<file path="config.mk">
export PLATFORM = sky130hd
export DESIGN_NAME = pwm_bank
export DESIGN_NICKNAME = d
export VERILOG_FILES = /design/src/rtl/pwm_bank_pkg.sv /design/src/rtl/pwm_bank_timebase.sv /design/src/rtl/pwm_bank.sv
export SDC_FILE = /design/constraint.sdc
export NUM_CORES = 1
export LEC_CHECK = 0
export ABC_CLOCK_PERIOD_IN_PS = 2550
export BUFFER_PORTS_ARGS = -buffer_cell sky130_fd_sc_hd__buf_4
export CAP_MARGIN = 20
export CORE_ASPECT_RATIO = 2
export CORE_MARGIN = 3
export CORE_UTILIZATION = 55
export DETAILED_ROUTE_END_ITERATION = 16
export PLACE_DENSITY = 0.75
export SLEW_MARGIN = 20
export SYNTH_ARGS = -nofsm -noshare
export SYNTH_HDL_FRONTEND = slang
export SYNTH_SLANG_ARGS = --single-unit
</file>
<file path="constraint.sdc">
create_clock -name clk -period 2.55 [get_ports clk]
set_input_delay 0.1275 -clock clk [delete_from_list [all_inputs] [get_ports clk]]
set_output_delay 0.1275 -clock clk [all_outputs]
set_load 0.005 [all_outputs]
</file>
<file path="src/rtl/pwm_bank_pkg.sv">
// pwm_bank shared constants: register map, CTRL bit positions, reset values.
// Optional IRQ output is enabled by defining PWM_BANK_IRQ_EN.
package pwm_bank_pkg;

    localparam logic [3:0] ADDR_CTRL     = 4'd0;
    localparam logic [3:0] ADDR_PRESCALE = 4'd1;
    localparam logic [3:0] ADDR_PERIOD   = 4'd2;
    localparam logic [3:0] ADDR_STATUS   = 4'd3;
    localparam logic [3:0] ADDR_DUTY0    = 4'd8;

    localparam int CTRL_EN    = 0;
    localparam int CTRL_IRQEN = 1;
    localparam int STATUS_WRAP = 0;

    localparam int RST_PRESCALE = 0;
    localparam int RST_PERIOD   = 0;
    localparam int RST_DUTY     = 0;

endpackage

</file>
<file path="src/rtl/pwm_bank_timebase.sv">
// Shared prescaler and period counter; flags the wrap cycle and the
// cycles in which the active period/duty registers should reload.
module pwm_bank_timebase #(
    parameter int CW  = 16,
    parameter int PSW = 16
) (
    input  logic           clk,
    input  logic           reset_n,
    input  logic           en,
    input  logic [PSW-1:0] prescale,
    input  logic [CW-1:0]  per_act,
    output logic [CW-1:0]  cnt,
    output logic           wrap,
    output logic           load
);

    logic [PSW-1:0] ps_cnt;
    logic           tick;

    assign tick = en && (ps_cnt == prescale);
    assign wrap = tick && (cnt == per_act);
    // Disabled: actives follow shadows so an enable starts on fresh values.
    assign load = wrap || !en;

    always_ff @(posedge clk or negedge reset_n) begin
        if (!reset_n) begin
            ps_cnt <= '0;
            cnt    <= '0;
        end else if (!en) begin
            ps_cnt <= '0;
            cnt    <= '0;
        end else begin
            ps_cnt <= tick ? '0 : ps_cnt + 1'b1;
            if (tick) begin
                cnt <= wrap ? '0 : cnt + 1'b1;
            end
        end
    end

endmodule

</file>
<file path="src/rtl/pwm_bank.sv">
// Eight-channel double-buffered PWM bank with Avalon-MM register access.
// Define PWM_BANK_IRQ_EN to add the irq output and CTRL.IRQEN bit.
module pwm_bank
    import pwm_bank_pkg::*;
#(
    parameter int NCH = 8,
    parameter int CW  = 16,
    parameter int PSW = 16
) (
    input  logic           clk,
    input  logic           reset_n,
    input  logic [3:0]     avs_address,
    input  logic           avs_chipselect,
    input  logic           avs_write,
    input  logic [31:0]    avs_writedata,
    input  logic           avs_read,
    output logic [31:0]    avs_readdata,
    input  logic [NCH-1:0] pwm_select,
    output logic [NCH-1:0] pwm_out,
`ifdef PWM_BANK_IRQ_EN
    output logic           irq,
`endif
    output logic           period_tick
);

    logic           en;
    logic [PSW-1:0] prescale;
    logic [CW-1:0]  per_sh;
    logic [CW-1:0]  per_act;
    logic [CW-1:0]  duty_sh  [NCH];
    logic [CW-1:0]  duty_act [NCH];
    logic           wrap_flag;
    logic [CW-1:0]  cnt;
    logic           wrap;
    logic           load;
    logic [NCH-1:0] cmp;
    logic [31:0]    rd_mux;
    logic           we;
    logic           re;
    logic           unused_wd;

`ifdef PWM_BANK_IRQ_EN
    logic irqen;
`endif

    assign we        = avs_chipselect && avs_write;
    assign re        = avs_chipselect && avs_read;
    assign unused_wd = ^avs_writedata;

    pwm_bank_timebase #(
        .CW  (CW),
        .PSW (PSW)
    ) u_timebase (
        .clk      (clk),
        .reset_n  (reset_n),
        .en       (en),
        .prescale (prescale),
        .per_act  (per_act),
        .cnt      (cnt),
        .wrap     (wrap),
        .load     (load)
    );

    always_comb begin
        rd_mux = '0;
        case (avs_address)
            ADDR_CTRL: begin
                rd_mux[CTRL_EN] = en;
`ifdef PWM_BANK_IRQ_EN
                rd_mux[CTRL_IRQEN] = irqen;
`endif
            end
            ADDR_PRESCALE: rd_mux[PSW-1:0] = prescale;
            ADDR_PERIOD:   rd_mux[CW-1:0]  = per_sh;
            ADDR_STATUS:   rd_mux[STATUS_WRAP] = wrap_flag;
            default: ;
        endcase
        for (int i = 0; i < NCH; i++) begin
            if (avs_address == ADDR_DUTY0 + 4'(i)) begin
                rd_mux[CW-1:0] = duty_sh[i];
            end
        end
    end

    always_ff @(posedge clk or negedge reset_n) begin
        if (!reset_n) begin
            en           <= 1'b0;
            prescale     <= PSW'(RST_PRESCALE);
            per_sh       <= CW'(RST_PERIOD);
            per_act      <= CW'(RST_PERIOD);
            wrap_flag    <= 1'b0;
            period_tick  <= 1'b0;
            avs_readdata <= '0;
            for (int i = 0; i < NCH; i++) begin
                duty_sh[i]  <= CW'(RST_DUTY);
                duty_act[i] <= CW'(RST_DUTY);
            end
        end else begin
            if (we && avs_address == ADDR_CTRL) begin
                en <= avs_writedata[CTRL_EN];
            end
            if (we && avs_address == ADDR_PRESCALE) begin
                prescale <= avs_writedata[PSW-1:0];
            end
            if (we && avs_address == ADDR_PERIOD) begin
                per_sh <= avs_writedata[CW-1:0];
            end
            for (int i = 0; i < NCH; i++) begin
                if (we && avs_address == ADDR_DUTY0 + 4'(i)) begin
                    duty_sh[i] <= avs_writedata[CW-1:0];
                end
            end
            // A wrap in the same cycle as a W1C keeps the flag set.
            if (wrap) begin
                wrap_flag <= 1'b1;
            end else if (we && avs_address == ADDR_STATUS &&
                         avs_writedata[STATUS_WRAP]) begin
                wrap_flag <= 1'b0;
            end
            if (load) begin
                per_act <= per_sh;
                for (int i = 0; i < NCH; i++) begin
                    duty_act[i] <= duty_sh[i];
                end
            end
            period_tick <= wrap;
            if (re) begin
                avs_readdata <= rd_mux;
            end
        end
    end

    for (genvar g = 0; g < NCH; g++) begin : g_ch
        assign cmp[g] = cnt < duty_act[g];
    end

    always_ff @(posedge clk or negedge reset_n) begin
        if (!reset_n) begin
            pwm_out <= '0;
        end else begin
            pwm_out <= en ? (pwm_select & cmp) : '0;
        end
    end

`ifdef PWM_BANK_IRQ_EN
    always_ff @(posedge clk or negedge reset_n) begin
        if (!reset_n) begin
            irqen <= 1'b0;
            irq   <= 1'b0;
        end else begin
            if (we && avs_address == ADDR_CTRL) begin
                irqen <= avs_writedata[CTRL_IRQEN];
            end
            irq <= wrap_flag && irqen;
        end
    end
`endif

endmodule

</file>
## Word-level counts from Yosys, hierarchy flattened

Index checks and enable logic that the tools add are counted.

- Add/sub/neg operators: 2
- $lt $le $gt $ge: 8
- Equal/unequal tests: 14
- Multiplexer cells: 18
- Bitwise operators: 1
- Reduce and logical (&&, ||, !) cells: 21

Operators with widths:

| operator | count |
|---|---|
| 16-bit two-way mux | 13 |
| 16-bit < comparator | 8 |
| 16-bit by 1-bit adder with 16-bit output (second input constant) | 2 |
| 16-bit equality test | 2 |
| 4-bit equality test (second input constant) | 8 |
| 15-bit one-hot mux with 2 select lines | 1 |
| 1-bit logical AND | 17 |
| 8-bit AND | 1 |
| 4-bit by 2-bit equality test with 1-bit output (second input constant) | 2 |
| 8-bit two-way mux | 1 |
| 4-bit by 1-bit equality test with 1-bit output (second input constant) | 1 |
| 4-bit logical NOT | 1 |
| 1-bit one-hot mux with 4 select lines | 1 |
| 1-bit two-way mux | 2 |
| 2-bit by 1-bit inequality test with 1-bit output (second input constant) | 1 |
| 2-bit nonzero test | 1 |
| 1-bit logical NOT | 1 |
| 1-bit logical OR | 1 |

- Bits in registers: 363
- Input bits: 49
- Word-level logic and storage cells: 90

## Depth between registers and ports, before layout

Gate-level depths: netlist of run 1.

- Word-level depth: 10
- Gate-level depth with buffers: 10
- Depth with buffers taken out: 8

## Cells and area by module

From an unflattened synthesis of run 1, not the netlist that was laid out.

- Cells, all modules: 1701
- Area, all modules: 18489.0 µm²

Modules (own cells, without submodules):

| module | instances | cells each | area each (µm²) | seq. area each (µm²) |
|---|---|---|---|---|
| pwm_bank | 1 | 1485 | 16522.1 | 8282.9 |
| pwm_bank_timebase | 1 | 216 | 1966.9 | 800.8 |

## Least setup slack after synthesis of run 1

Ideal clock, no wire load.

- Kind: reg2reg
- Start: reg u_timebase.cnt[5]
- End: reg duty_act[106] in the netlist's numbering
- Arrival time: 2262 ps
- Data required time: 2423 ps
- Path slack: 161 ps
- Cell stages (with the launch flop): 11
- Buffers on the path: 4
- Path through: dfrtp_1 > buf_2 > xor2_1 > nor4_1 > nand4_1 > nor3_2 > nand2b_1 > buf_6 > buf_12 > buf_12 > mux2_1

- Longest elaborated chain between the ends: 3

RTL lines:

| what | RTL line | text |
|---|---|---|
| from (decl) | pwm_bank_timebase.sv:12 | `output logic [CW-1:0] cnt,` |
| from (signal assigned) | pwm_bank_timebase.sv:35 | `cnt <= wrap ? '0 : cnt + 1'b1;` |
| 16-bit equality test | pwm_bank_timebase.sv:21 | `assign wrap = tick && (cnt == per_act);` |
| 1-bit logical AND | pwm_bank_timebase.sv:21 |  |
| net u_timebase.wrap | pwm_bank_timebase.sv:13 | `output logic wrap,` |
| 1-bit logical OR | pwm_bank_timebase.sv:23 | `assign load = wrap \|\| !en;` |
| to (signal, indexed assignment) | pwm_bank.sv:96 | `duty_act[i] <= CW'(RST_DUTY);` |
| to (signal, indexed assignment) | pwm_bank.sv:123 | `duty_act[i] <= duty_sh[i];` |
| to (decl) | pwm_bank.sv:31 | `logic [CW-1:0] duty_act [NCH];` |

The timed path passes the listed nets, and every way through them passes these cells.
A chain may end at the register's enable or synchronous reset.

## Worst setup path after layout of run 1

- Start: reg u_timebase.cnt[12]
- End: reg duty_act[15] in the netlist's numbering

Same word-level chain as after synthesis.

==> results of run 1 <==
-- stage by stage --
stage                     total power, mW   util  setup TNS (ns)  setup slack (ns)  hold slack [ns]
final                                17.1  0.638               0            0.0713           0.0953
after global placement               11.8  0.595               0             0.142            0.112
after floorplan                      10.6      -               0             0.161           -0.168
after CTS                            17.0  0.633               0            0.0817           0.0911
after global routing                 17.9  0.638         -0.0526          -0.00753            0.137
after detailed placement             12.0  0.595               0             0.103            0.119
-- layer usage --
layer,part of all wire,GRT usage,vias to the layer above
li1,-,-,5882
met1,0.35,0.311,6643
met2,0.53,0.512,408
met3,0.041,0.0291,184
met4,0.079,0.183,0
met5,0,0,-
-- cells by family (layout without fill, tap and decap cells) --
logic type      Yosys count  in the layout
flops                   363            363
mux                     326            326
compound gates          285            285
buf+inv                 231            353
simple gates            218            218
fa+ha+maj               122            122
xor+xnor                 46             46
other cells               1             17
-- power by group through the flow --
stage,Sequential [mW],Clock [mW],Combinational [mW]
finish,7.88,4.93,4.25
global route,8.02,5.21,4.65
CTS,7.86,5.01,4.16
detailed placement,7.96,0,4.09
global placement,7.89,0,3.93
floorplan,7.63,0,3.01
-- repair_timing --
item / CTS / global route
hold buffers: 24 / 0
buffers inserted: 0 / 12
endpoints found under the hold margin: 282 / 0
setup endpoints to repair: 0 / 116
gates resized for setup: 0 / 5
-- worst max-delay path by stage --
stage,from,endpoint,cells after the start
2_1_floorplan,u_timebase.cnt[5],duty_act[106],10
3_3_place_gp,u_timebase.ps_cnt[11],per_act[9],7
3_5_place_dp,u_timebase.ps_cnt[11],duty_act[60],7
4_1_cts,u_timebase.cnt[12],duty_act[15],8
5_1_grt,u_timebase.cnt[12],duty_act[21],8
6_report,u_timebase.cnt[12],duty_act[15],8
-- area by class of cell --
type / instances / area, um^2 / share of cell area
Tap cell: 436 / 546 / 0.0253
Antenna cell: 1 / 2.50 / 0.000116
Clock buffer: 41 / 873 / 0.0404
Multi-Input combinational cell: 1013 / 8960 / 0.415
Clock inverter: 16 / 169 / 0.00782
Sequential cell: 363 / 9090 / 0.421
Inverter: 134 / 503 / 0.0233
Timing Repair Buffer: 162 / 1460 / 0.0675
-- synthesized netlist by cell type (all sizes together), types with 7 or more instances --
cell type | count | area, um^2
mux2i | 7 | 70.1
nand4 | 22 | 144
a2111oi | 8 | 70.1
ha | 122 | 1530
o211ai | 12 | 90.1
buf | 61 | 450
o21ai | 78 | 390
clkbuf | 36 | 135
or3 | 12 | 75.1
nand2b | 14 | 87.6
nor2b | 15 | 93.8
nand3 | 15 | 75.1
a22o | 13 | 114
xnor2 | 15 | 131
a21oi | 68 | 340
nand2 | 43 | 161
nor4 | 11 | 118
xor2 | 31 | 272
nor3 | 10 | 55.1
and4b | 8 | 80.1
a222oi | 11 | 110
and3 | 11 | 68.8
mux2 | 317 | 3770
inv | 134 | 503
nor2 | 40 | 150
a211oi | 8 | 60.1
dfrtp | 363 | 9080
a21o | 53 | 398
a22oi | 15 | 113
-- sequential cells by signal, summed over array words and instances (netlist names) --
name               flops
per_sh                16
avs_readdata          16
u_timebase.ps_cnt     16
pwm_out                8
en                     1
wrap_flag              1
period_tick            1
duty_act             128
u_timebase.cnt        16
per_act               16
duty_sh              128
prescale              16
==> results.txt, run 1 <==
internal power component: 11.9 mW
CTS H-tree lvls: 1
critical path data required time: 3.01 ns
mux contribution to synthesized area: 0.204
fraction of power consumed by combinational cells: 0.249
count of filler cells inserted in the layout: 2598
Tot GR Track Use: 0.285
fraction of the mapped netlist area in compound gates: 0.0959
total power divided by cell area: 790 mW/mm^2
clock-pin transition on the worst setup and hold timing paths: 0.07 ns
fraction of the mapped netlist area in simple logic gates: 0.0652
Finished Layout Cells: 2166
Core Region: 0.0339 mm^2
Yosys warnings: 0
worst vdd ir: 0.674 mV
number of storage elements in the synthesis netlist: 363
final count of pins violating max slew: 0
cell row count: 95
dominant combinational cell family by area after synthesis: multiplexers
net switching power figure: 5.13 mW
leading cell type in the layout, fill and taps excluded: dfrtp_1
Post-DP Area: 0.0202 mm^2
number of endpoints with negative hold slack in the final report: 0
run status: completed
clock share of power: 0.289
Setup crit end kind: flip-flop
number of library cell types mapped by synthesis: 57
peak clock frequency supported by timing: 403 MHz
library cell contributing the largest single delay on the critical path: dfrtp_1
largest net degree at the start of global routing: 91
Crit path max-delay family: simple AND/OR/NAND/NOR gates
Initial DRT Pass Iterations: 5
Top Ports: 90
share of post-route cells with drive strength above 1: 0.299
relative slew slack: 0.247
via count of the first global-routing pass: 14.2k
flip-flop cell with the highest count after synthesis: dfrtp_1
CTS tree: yes
Die W: 138 um
ys async rst share: 1.00
drt wl/cell: 24.0 um
proportion of total power due to net switching: 0.301
sequential group share of total power: 0.462
R2R Path Start: u_timebase.cnt[12]
drt via density: 6.06
slowest stage delay, CP: 0.39 ns
worst reg2reg endpoint: duty_act[15]
clk_lat worst skew: 0.59 ns
Via Count: 13.1k
combined area of all synthesized cells: 0.0191 mm^2
classification of the worst-slack hold path: input port to async pin
final estimated routing congestion in global placement: 0.938
post-synthesis share of cell area spent on full adders, half adders and majority gates: 0.0801
highest-count cells in the layout ignoring fill and taps: dfrtp_1, mux2_2, inv_1
setup slack of the most critical reg-to-reg path: 0.07 ns
CTS sink cnt: 363
Post-Synth XOR/XNOR Area: 0.0211
Layout Area Growth over Synthesis: 13.3%
critical-path cell list: xor2_1 > nor4_1 > nand4_1 > nor3_2 > nand2b_4 > buf_12 > buf_12 > mux2_2
final cell area excluding filler cells: 0.0216 mm^2
Initial Util: 0.563
CTS Root Cell: clkbuf_16
GRT Residual Overflow: 0
number of nets in the finished design: 1876
global-route wire length before repair: 80.3 mm
number of antenna violations at the first check in global routing: 1
Starting DRT DRC Count: 859
vertical die dimension: 269 um
largest clock skew in the final design: 0.0208 ns
count of flip-flops with a built-in enable after synthesis: 0
proportion of synthesized chip area in sequential cells: 0.477
Max Cap Viol: 0
share of the clock period used by the worst path: 0.972
number of buffers and inverters on the critical path: 2
total CTS buffers: 31
pin slew with the least headroom to its limit: 1.13 ns
cell with the most instances on the worst path: buf_12
DIE AREA: 0.0371 mm^2
input/output buffers: 57
Post-Syn Area per Cell: 12.0 um^2
Routed Antenna Nets: 0
detailed-placement wirelength estimate: 37.2 mm
overall routed net length: 52.1 mm
post-layout minimum cycle time: 2.48 ns
instance count after placement with tap cells included: 2070
number of buffers on the longest clock path: 3
critical setup path kind: flip-flop to flip-flop
cell depth of the worst flop-to-flop path: 8
Residual DRC: 0
Pleak: 10.7 nW
biggest fanout along the worst timing path: 14
type of origin of the critical path: flip-flop
CP arrival: 2.94 ns
Setup Viol. Count Final: 0
post-synthesis cell count: 1592
Power figures use the tool's default switching activity.
==> run 2, diff against run 1 <==
--- a/config.mk
+++ b/config.mk
@@ -12,7 +12,7 @@
 export CORE_MARGIN = 3
 export CORE_UTILIZATION = 55
 export DETAILED_ROUTE_END_ITERATION = 16
-export PLACE_DENSITY = 0.75
+export PLACE_DENSITY_LB_ADDON = 0.05
 export SLEW_MARGIN = 20
 export SYNTH_ARGS = -nofsm -noshare
 export SYNTH_HDL_FRONTEND = slang
==> results.txt, run 2 (synthesis results as in run 1) <==
classification of the worst-slack hold path: input port to flip-flop
drt via density: 5.97 (-1.5%)
CTS H-tree lvls: 2 (+1)
setup repair after global routing missed its margin: no
Core Region: 0.0339 mm^2 (unchanged)
instance count after placement with tap cells included: 2079 (+0.43%)
Initial Util: 0.563 (unchanged)
run status: completed
number of buffers on the longest clock path: 3 (unchanged)
highest-count cells in the layout ignoring fill and taps: dfrtp_1, mux2_2, inv_1
pre-CTS setup slack: 0.0754 ns (-0.0272 ns)
setup slack after layout: 0.0982 ns (+0.0269 ns)
Initial DRT Pass Iterations: 5 (unchanged)
critical setup path kind: flip-flop to flip-flop
CTS sink cnt: 363 (unchanged)
CTS tree: yes
total CTS buffers: 35 (+13%)
Setup crit end kind: flip-flop
global-route wire length before repair: 81.1 mm (+1.1%)
input/output buffers: 57 (unchanged)
vertical die dimension: 269 um (unchanged)
CP arrival: 2.88 ns (-0.06 ns)
via count of the first global-routing pass: 13.8k (-2.8%)
final setup TNS: 0 ns (unchanged)
Finished Layout Cells: 2152 (-0.65%)
area used by multi-input combinational logic: 0.00896 mm^2 (unchanged)
n_diodes: 0 (-1)
share of post-route cells with drive strength above 1: 0.297 (-0.00181)
Seq. cell area: 0.00908 mm^2 (about the same)
Top Ports: 90 (unchanged)
share of the clock period used by the worst path: 0.961 (-0.0106)
Routed Antenna Nets: 0 (unchanged)
CTS Root Cell: clkbuf_16
Layout Area Growth over Synthesis: 13.1%
drt wl/cell: 24.7 um (+2.5%)
final estimated routing congestion in global placement: 0.865 (-7.7%)
type of origin of the critical path: flip-flop
cell row count: 95 (unchanged)
DIE AREA: 0.0371 mm^2 (unchanged)
pin slew with the least headroom to its limit: 1.06 ns (-0.0675 ns)
Max Cap Viol: 0 (unchanged)
biggest fanout along the worst timing path: 14 (unchanged)
number of endpoints with negative hold slack in the final report: 0 (unchanged)
relative slew slack: 0.291 (+0.0439)
final count of pins violating max slew: 0 (unchanged)
detailed-placement wirelength estimate: 38.4 mm (+3.2%)
clk_lat worst skew: 0.54 ns (-0.05 ns)
critical path data required time: 2.97 ns (-0.04 ns)
largest registers: duty_act x128, duty_sh x128
total power divided by cell area: 798 mW/mm^2 (+1.1%)
largest clock skew in the final design: 0.0129 ns (-0.00787 ns)
clock-pin transition on the worst setup and hold timing paths: 0.06 ns (about the same)
Residual DRC: 0 (unchanged)
overall routed net length: 53.0 mm (+1.9%)
Starting DRT DRC Count: 805 (-6.3%)
leading cell type in the layout, fill and taps excluded: dfrtp_1
worst vdd ir: 0.633 mV (-6.0%)
number of antenna violations at the first check in global routing: 0 (-1)
number of nets in the finished design: 1867 (-0.48%)
count of filler cells inserted in the layout: 2779 (+7.0%)
largest net degree at the start of global routing: 80 (-12%)
Die W: 138 um (unchanged)
Setup Viol. Count Final: 0 (unchanged)
peak clock frequency supported by timing: 408 MHz (+1.1%)
Via Count: 12.8k (-2.1%)
GRT Residual Overflow: 0 (unchanged)
Pleak: 10.7 nW (about the same)
post-layout minimum cycle time: 2.45 ns (-0.0269 ns)
Total Power: 17.2 mW (+0.90%)
Tot GR Track Use: 0.293 (+0.00746)
-- run 2: cell types whose count changed in the layout (fill, tap and decap cells not counted) --
cell	previous run	this run
clkinv_4	0	1
clkinvlp_4	4	0
buf_4	124	117
inv_6	1	3
diode_2	1	0
buf_12	11	16
clkbuf_16	32	35
bufinv_16	3	2
dfrtp_1	359	362
dlygate4sd3_1	24	15
clkinv_2	8	6
dfrtp_2	4	1
buf_16	1	0
-- run 2: critical path, stage by stage, from the launching register on --
cell      delay, ns
dfrtp_1        0.39
xnor2_1        0.33
and4_1         0.25
nand4_1        0.19
nor3_2         0.25
nand2b_4       0.22
buf_12         0.19
buf_12         0.17
mux2_2         0.34
-- run 2: worst paths after layout --
kind / from / endpoint / slack [ns] / depth (start not counted)
hold reg to reg: wrap_flag / wrap_flag / 0.48 / 1
setup reg to reg: u_timebase.cnt[2] / duty_act[1] / 0.1 / 8
max in group asynchronous: reset_n / duty_act[38] / 1.57 / 3
hold / removal: pwm_select[0] / pwm_out[0] / 0.02 / 4
min in group asynchronous: reset_n / duty_act[98] / 0.10 / 2
setup / recovery: u_timebase.cnt[2] / duty_act[1] / 0.1 / 8
-- run 2: power by group --
part	internal (mW)	switching, mW	total, mW
logic	2.18	1.98	4.16
registers	6.99	0.865	7.86
clock network	2.90	2.29	5.19
total	12.1	5.13	17.2
-- run 2: cell type report --
cell class,count,area share
multi-input cells,1013,0.416
well taps,436,0.0253
inverters,134,0.0233
repair buffers,149,0.0633
flip-flops and latches,363,0.421
clock buffers,45,0.0452
clock inverters,12,0.00580
-- run 2: stage by stage --
| step | hold WS (ns) | area [um^2] | utilization |
|---|---|---|---|
| 6_report | 0.0168 | 21600 | 0.636 |
| 5_1_grt | 0.0193 | 21600 | 0.636 |
| 4_1_cts | 0.00932 | 21500 | 0.636 |
| 3_5_place_dp | 0.0928 | 20300 | 0.599 |
| 3_3_place_gp | 0.0927 | 20300 | 0.599 |
| 2_1_floorplan | -0.168 | 19100 | - |
-- run 2: per-layer routing --
metal,routed length (um),track usage
met3,1620,0.0326
met4,3180,0.151
met5,0,0
met2,28700,0.527
met1,19600,0.333
-- run 2: repair_timing --
item,4_1_cts,5_1_grt
endpoints found under the hold margin,329,0
resized for setup,0,1
setup buffers,0,1
hold buffers,15,0
endpoints found under the setup margin,0,67
